## src/rtl/spi_axi_arb.sv

```systemverilog
// Two-requester round-robin arbiter driving one AXI4-Lite master port.
// Optional per-transaction timeout abort: define SPI_AXI_ARB_TIMEOUT_EN.
module spi_axi_arb #(
  parameter int C_ADDR_WIDTH = 15,
  parameter int C_TIMEOUT    = 255
) (
  input  logic                    clk,
  input  logic                    rst_n,
  input  logic                    req0_wr_en,
  input  logic [C_ADDR_WIDTH-1:0] req0_wr_addr,
  input  logic [31:0]             req0_wr_data,
  input  logic                    req0_rd_en,
  input  logic [C_ADDR_WIDTH-1:0] req0_rd_addr,
  output logic [31:0]             req0_rd_data,
  output logic                    req0_busy,
  output logic                    req0_done,
  output logic                    req0_err,
  input  logic                    req1_wr_en,
  input  logic [C_ADDR_WIDTH-1:0] req1_wr_addr,
  input  logic [31:0]             req1_wr_data,
  input  logic                    req1_rd_en,
  input  logic [C_ADDR_WIDTH-1:0] req1_rd_addr,
  output logic [31:0]             req1_rd_data,
  output logic                    req1_busy,
  output logic                    req1_done,
  output logic                    req1_err,
  output logic [C_ADDR_WIDTH+1:0] m_axi_awaddr,
  output logic                    m_axi_awvalid,
  input  logic                    m_axi_awready,
  output logic [31:0]             m_axi_wdata,
  output logic [3:0]              m_axi_wstrb,
  output logic                    m_axi_wvalid,
  input  logic                    m_axi_wready,
  input  logic [1:0]              m_axi_bresp,
  input  logic                    m_axi_bvalid,
  output logic                    m_axi_bready,
  output logic [C_ADDR_WIDTH+1:0] m_axi_araddr,
  output logic                    m_axi_arvalid,
  input  logic                    m_axi_arready,
  input  logic [31:0]             m_axi_rdata,
  input  logic [1:0]              m_axi_rresp,
  input  logic                    m_axi_rvalid,
  output logic                    m_axi_rready,
  output logic [2:0]              dbg_state
);

  localparam int AW = C_ADDR_WIDTH;

  typedef enum logic [2:0] {
    IDLE    = 3'd0,
    WR_REQ  = 3'd1,
    WR_RESP = 3'd2,
    RD_REQ  = 3'd3,
    RD_RESP = 3'd4,
    DONE    = 3'd5
  } state_t;

  state_t          state_q, state_d;
  logic [1:0]      wr_en, rd_en;
  logic [AW-1:0]   wr_addr [2];
  logic [AW-1:0]   rd_addr [2];
  logic [31:0]     wr_data [2];
  logic [1:0]      pend_q, op_wr_q, fin, busy;
  logic [AW-1:0]   slot_addr_q [2];
  logic [31:0]     slot_data_q [2];
  logic [31:0]     rd_data_q [2];
  logic            cur_q, last_q, gnt_any, gnt_sel;
  logic            aw_pend_q, w_pend_q, aw_ok, w_ok;
  logic [AW-1:0]   addr_q;
  logic [31:0]     wdata_q;
  logic            err_q;
  logic            tmo;

  assign wr_en      = {req1_wr_en, req0_wr_en};
  assign rd_en      = {req1_rd_en, req0_rd_en};
  assign wr_addr[0] = req0_wr_addr;
  assign wr_addr[1] = req1_wr_addr;
  assign rd_addr[0] = req0_rd_addr;
  assign rd_addr[1] = req1_rd_addr;
  assign wr_data[0] = req0_wr_data;
  assign wr_data[1] = req1_wr_data;

  // A slot stops reporting busy in its DONE cycle so the requester can re-strobe at once.
  assign fin  = (state_q == DONE) ? (cur_q ? 2'b10 : 2'b01) : 2'b00;
  assign busy = pend_q & ~fin;

  always_ff @(posedge clk or negedge rst_n) begin
    if (!rst_n) begin
      pend_q  <= '0;
      op_wr_q <= '0;
      for (int i = 0; i < 2; i++) begin
        slot_addr_q[i] <= '0;
        slot_data_q[i] <= '0;
      end
    end else begin
      for (int i = 0; i < 2; i++) begin
        if (!busy[i] && wr_en[i]) begin
          pend_q[i]      <= 1'b1;
          op_wr_q[i]     <= 1'b1;
          slot_addr_q[i] <= wr_addr[i];
          slot_data_q[i] <= wr_data[i];
        end else if (!busy[i] && rd_en[i]) begin
          pend_q[i]      <= 1'b1;
          op_wr_q[i]     <= 1'b0;
          slot_addr_q[i] <= rd_addr[i];
        end else if (fin[i]) begin
          pend_q[i] <= 1'b0;
        end
      end
    end
  end

  assign gnt_any = |pend_q;
  assign gnt_sel = (&pend_q) ? ~last_q : pend_q[1];

`ifdef SPI_AXI_ARB_TIMEOUT_EN
  localparam int CW = ($clog2(C_TIMEOUT + 1) > 8) ? $clog2(C_TIMEOUT + 1) : 8;
  logic [CW-1:0] cnt_q;

  always_ff @(posedge clk or negedge rst_n) begin
    if (!rst_n)                cnt_q <= '0;
    else if (state_q == IDLE)  cnt_q <= '0;
    else if (state_q != DONE)  cnt_q <= cnt_q + CW'(1);
  end

  // Abort on the cycle whose increment would reach C_TIMEOUT.
  assign tmo = (state_q != IDLE) && (state_q != DONE) &&
               (cnt_q == CW'(C_TIMEOUT - 1));
`else
  assign tmo = (C_TIMEOUT < 0);
`endif

  // Handshake rule: a valid stays high until the matching ready is seen in the
  // same cycle; only a timeout abort may drop it early. Readies are held only
  // in the state that expects the response.
  assign aw_ok = !aw_pend_q || m_axi_awready;
  assign w_ok  = !w_pend_q  || m_axi_wready;

  always_comb begin
    state_d = state_q;
    case (state_q)
      IDLE:    if (gnt_any) state_d = op_wr_q[gnt_sel] ? WR_REQ : RD_REQ;
      WR_REQ:  if (aw_ok && w_ok) state_d = WR_RESP;
               else if (tmo)      state_d = DONE;
      WR_RESP: if (m_axi_bvalid || tmo) state_d = DONE;
      RD_REQ:  if (m_axi_arready) state_d = RD_RESP;
               else if (tmo)      state_d = DONE;
      RD_RESP: if (m_axi_rvalid || tmo) state_d = DONE;
      DONE:    state_d = IDLE;
      default: state_d = IDLE;
    endcase
  end

  always_ff @(posedge clk or negedge rst_n) begin
    if (!rst_n) begin
      state_q      <= IDLE;
      cur_q        <= 1'b0;
      last_q       <= 1'b1;
      aw_pend_q    <= 1'b0;
      w_pend_q     <= 1'b0;
      addr_q       <= '0;
      wdata_q      <= '0;
      err_q        <= 1'b0;
      rd_data_q[0] <= '0;
      rd_data_q[1] <= '0;
    end else begin
      state_q <= state_d;
      case (state_q)
        IDLE: begin
          if (gnt_any) begin
            cur_q     <= gnt_sel;
            addr_q    <= slot_addr_q[gnt_sel];
            wdata_q   <= slot_data_q[gnt_sel];
            aw_pend_q <= op_wr_q[gnt_sel];
            w_pend_q  <= op_wr_q[gnt_sel];
            err_q     <= 1'b0;
          end
        end
        WR_REQ: begin
          if (state_d == DONE) begin
            aw_pend_q <= 1'b0;
            w_pend_q  <= 1'b0;
            err_q     <= 1'b1;
          end else begin
            if (m_axi_awready) aw_pend_q <= 1'b0;
            if (m_axi_wready)  w_pend_q  <= 1'b0;
          end
        end
        WR_RESP: begin
          if (m_axi_bvalid) err_q <= (m_axi_bresp != 2'b00);
          else if (tmo)     err_q <= 1'b1;
        end
        RD_REQ: begin
          if (state_d == DONE) begin
            err_q            <= 1'b1;
            rd_data_q[cur_q] <= 32'hDEADBEEF;
          end
        end
        RD_RESP: begin
          if (m_axi_rvalid) begin
            err_q            <= (m_axi_rresp != 2'b00);
            rd_data_q[cur_q] <= m_axi_rdata;
          end else if (tmo) begin
            err_q            <= 1'b1;
            rd_data_q[cur_q] <= 32'hDEADBEEF;
          end
        end
        DONE:    last_q <= cur_q;
        default: ;
      endcase
    end
  end

  assign m_axi_awaddr  = {addr_q, 2'b00};
  assign m_axi_araddr  = {addr_q, 2'b00};
  assign m_axi_wdata   = wdata_q;
  assign m_axi_wstrb   = 4'hF;
  assign m_axi_awvalid = aw_pend_q;
  assign m_axi_wvalid  = w_pend_q;
  assign m_axi_bready  = (state_q == WR_RESP);
  assign m_axi_arvalid = (state_q == RD_REQ);
  assign m_axi_rready  = (state_q == RD_RESP);

  assign req0_rd_data = rd_data_q[0];
  assign req1_rd_data = rd_data_q[1];
  assign req0_busy    = busy[0];
  assign req1_busy    = busy[1];
  assign req0_done    = fin[0];
  assign req1_done    = fin[1];
  assign req0_err     = fin[0] & err_q;
  assign req1_err     = fin[1] & err_q;
  assign dbg_state    = state_q;

endmodule

```

## config.mk

```make
export PLATFORM = sky130hd
export DESIGN_NAME = spi_axi_arb
export DESIGN_NICKNAME = d
export VERILOG_FILES = /design/src/rtl/spi_axi_arb.sv
export SDC_FILE = /design/constraint.sdc
export NUM_CORES = 1
export LEC_CHECK = 0
export ABC_CLOCK_PERIOD_IN_PS = 1800
export BUFFER_PORTS_ARGS = -buffer_cell sky130_fd_sc_hd__buf_4
export CAP_MARGIN = 10
export CORE_ASPECT_RATIO = 0.75
export CORE_MARGIN = 2
export CORE_UTILIZATION = 30
export DETAILED_ROUTE_END_ITERATION = 6
export GPL_ROUTABILITY_DRIVEN = 0
export PLACE_DENSITY_LB_ADDON = 0.2
export SETUP_SLACK_MARGIN = 0.4
export SLEW_MARGIN = 30
export SYNTH_ARGS = -nofsm -noshare
export SYNTH_HDL_FRONTEND = slang
export SYNTH_SLANG_ARGS = --single-unit
```

## constraint.sdc

```tcl
create_clock -name clk -period 1.8 [get_ports clk]
set_input_delay 0.36 -clock clk [delete_from_list [all_inputs] [get_ports clk]]
set_output_delay 0.36 -clock clk [all_outputs]
set_load 0.01 [all_outputs]
```

==> summary.txt <==
Outcome
  – Status: complete, but fails checks
  – Failing checks: setup timing

Routing
  – Wirelength per Cell: approximately 20 um
  – Final ANT Viol Nets: 0
  – Iter 0 DRT Violations: ~280
  – Via count: 7604
  – Vias per std cell: roughly 4.7
  – Routed WL: between 30000 and 40000 um
  – Pre-antenna DRT Iters: 5
  – DR DRC count: 0

Power and ir drop
  – Total chip power: between 20 and 30 mW
  – Pleak: slightly above 8 nW
  – Peak supply drop: roughly 0.9 mV
  – Pwr dens: roughly 1700 nW/um2

Setup path
  – Slowest cell on crit path: dfrtp_1
  – CP delay by family, top: flip-flops
  – Critical-path maximum fanout: 4
  – Worst path max stage delay: approximately 0.42 ns
  – Worst setup SP type: flop
  – Worst EP arrival: approximately 1.7 ns
  – Flop2flop setup slack: -0.20 ns
  – Worst Setup End Kind: output port
  – CP cell instances: nand4b_1 > buf_4 > buf_12 > nor2_4 > buf_6
  – Data required, critical path: between 1 and 1.5 ns
  – CP Class: reg -> out
  – Buf+Inv Stages, Crit Path: 3

Clocking
  – Worst-Skew Late Latency: between 0.5 and 0.6 ns
  – CTS tree: yes
  – Clock buffer depth: 3
  – Clock Sinks: around 220
  – CTS H-tree lvls: 1
  – Inserted Clock Buffers: 24
  – Clock Pin Slew Worst Setup and Hold Paths: about 0.07 ns
  – Clk root buf: clkbuf_16

Global routing
  – Vias in the first global route: roughly 7900
  – Initial antenna violation count: 2
  – Total global-route track usage: between 10% and 20%
  – Largest net degree at the start of global routing: 54
  – Gr ovfl total: 0
  – First-pass GRT wire length: about 49000 um

Timing
  – Post-Route Skew: roughly 0.015 ns
  – WHS: between 0.07 and 0.08 ns
  – Slew HR: 67.6%
  – Final Hold Fails: 0
  – Final Setup Violations: between 150 and 200
  – Setup TNS: -22.22 ns
  – Setup ws final: -0.260 ns
  – Fmax: 485 MHz
  – Max Slew Vio Count: 0
  – Worst slew pin tran: approximately 0.47 ns
  – Final Cycle Share: 114%
  – RSZ-0062 raised after global routing: true
  – Min Tclk post-route: between 2 and 2.5 ns

Floorplan
  – Initial Util: between 30% and 40%
  – Die width: 210 um
  – Core area: 31400 um2
  – Die height: 159 um
  – Die area: between 30000 and 40000 um2
  – IO Pins: 319
  – Core Rows: 56

Synth
  – Mapped Cells: approximately 700
  – Post-synth top flop: dfrtp_1
  – Fraction of registers with async set/reset: 100%
  – #FFs+latches synth: roughly 220
  – Top cell type's share of synthesized area: between 50% and 60%
  – Synth cell count leaders: dfrtp_1, mux2_2, nand2_1
  – Synth area leader: dfrtp_1
  – Largest cells by area after synthesis: dfrtp_1, mux2_2, mux2_1
  – Register area share after synthesis: a little under three fifths
  – Synth cell types: 48
  – Syn Area/Cell: approximately 13 um2
  – Post-synthesis cell area: 9590 um2
  – Count leader, synth: dfrtp_1
  – EDFF count, synth: 0
  – Syn. warnings: 0

Place
  – Port Buf Inserts: 310
  – Post-DP HPWL: 19700 um
  – Pre-CTS setup slack: -0.0131 ns

Finish
  – Final Util: a little over half
  – Share of layout cells above drive strength 1: roughly 70%
  – Final nets: 1351
  – Synth-to-layout area growth: 75.9%

Run
  – Max-Cap Viols: 0

Worst hold path
  – HP Class: in -> reg
[routing by layer]
| metal | part of all wire, % | routed length [um] | vias up | GRT usage, % |
|---|---|---|---|---|
| met5 | 0 | 0 | - | 0 |
| met4 | 1.9 | 632 | 0 | 3.75 |
| met3 | 7.6 | 2480 | 40 | 5.58 |
| met2 | 46 | 15100 | 246 | 30.1 |
| met1 | 44 | 14600 | 3835 | 25.9 |
| li1 | - | - | 3483 | - |
[sequential cells by signal, indices dropped and copies added, names as in the netlist]
signal         cells
addr_q            15
cur_q              1
dbg_state          3
err_q              1
last_q             1
m_axi_awvalid      1
m_axi_wdata       32
m_axi_wvalid       1
op_wr_q            2
pend_q             2
req0_rd_data      32
req1_rd_data      32
slot_addr_q       30
slot_data_q       64
[worst register-to-register path, cell delays in order (launching register included)]
cell	delay (ns)
dfrtp_2	0.46
buf_4	0.16
nand4bb_4	0.11
inv_4	0.06
buf_4	0.15
o21ai_4	0.23
buf_6	0.17
buf_12	0.10
buf_16	0.14
mux2_4	0.30
[stage by stage]
stage,cells,area (um2)
2_1_floorplan,717,9950
3_3_place_gp,1414,12800
3_5_place_dp,1414,12800
4_1_cts,1556,16200
5_1_grt,1604,16900
6_report,1605,16900
[final timing paths]
kind                                 start                to  depth (start not counted)
max                           dbg_state[1]          req1_err                          5
min                        req1_wr_data[8]    slot_data_q[8]                          2
max in group asynchronous            rst_n            last_q                          3
max reg2reg                   dbg_state[0]   slot_data_q[32]                          9
min in group asynchronous            rst_n  req1_rd_data[17]                          2
min reg2reg                     op_wr_q[1]        op_wr_q[1]                          1
[cell families after synthesis]
group                  Yosys count  synth area share, %
AO/OA/AOI/OAI                   71                 5.54
buffers and inverters           78                 4.23
flip-flops                     217                 56.6
multiplexers                   225                 26.4
other                            2               0.0783
AND/OR/NAND/NOR                118                 7.16
[cell type report]
class                           instances  area, um2
Fill cell                            2605      14500
Sequential cell                       217       5440
Timing Repair Buffer                  505       5210
Multi-Input combinational cell        422       4770
Clock buffer                           32        692
Tap cell                              406        508
Clock inverter                         11        189
Inverter                               10       55.1
Antenna cell                            2       5.00
[cells in the final DEF (no fill, tap or decap), drive strengths merged, types with 9 or more instances in the layout]
master	n
o2bb2ai	14
buf	503
a22o	15
and3b	14
clkbuf	33
nand2	32
nand3	30
a21oi	16
mux2	222
nand3b	18
o21ai	9
inv	9
dfrtp	216
[where the power goes]
group / internal, mW / total (mW) / leakage, nW / switching, mW
Sequential: 7.20 / 8.96 / 2.59 / 1.76
Combinational: 9.83 / 14.6 / 5.22 / 4.75
Clock: 3.42 / 5.46 / 0.427 / 2.04
[what timing repair did]
action | CTS | global route
setup endpoints to repair | 352 | 355
endpoints found under the hold margin | 42 | 0
gates cloned | 21 | 0
hold buffers | 1 | 0
setup buffers | 77 | 47
resized for setup | 340 | 65
pin swaps | 27 | 25
Note: power is estimated with default switching activity, not from simulation.
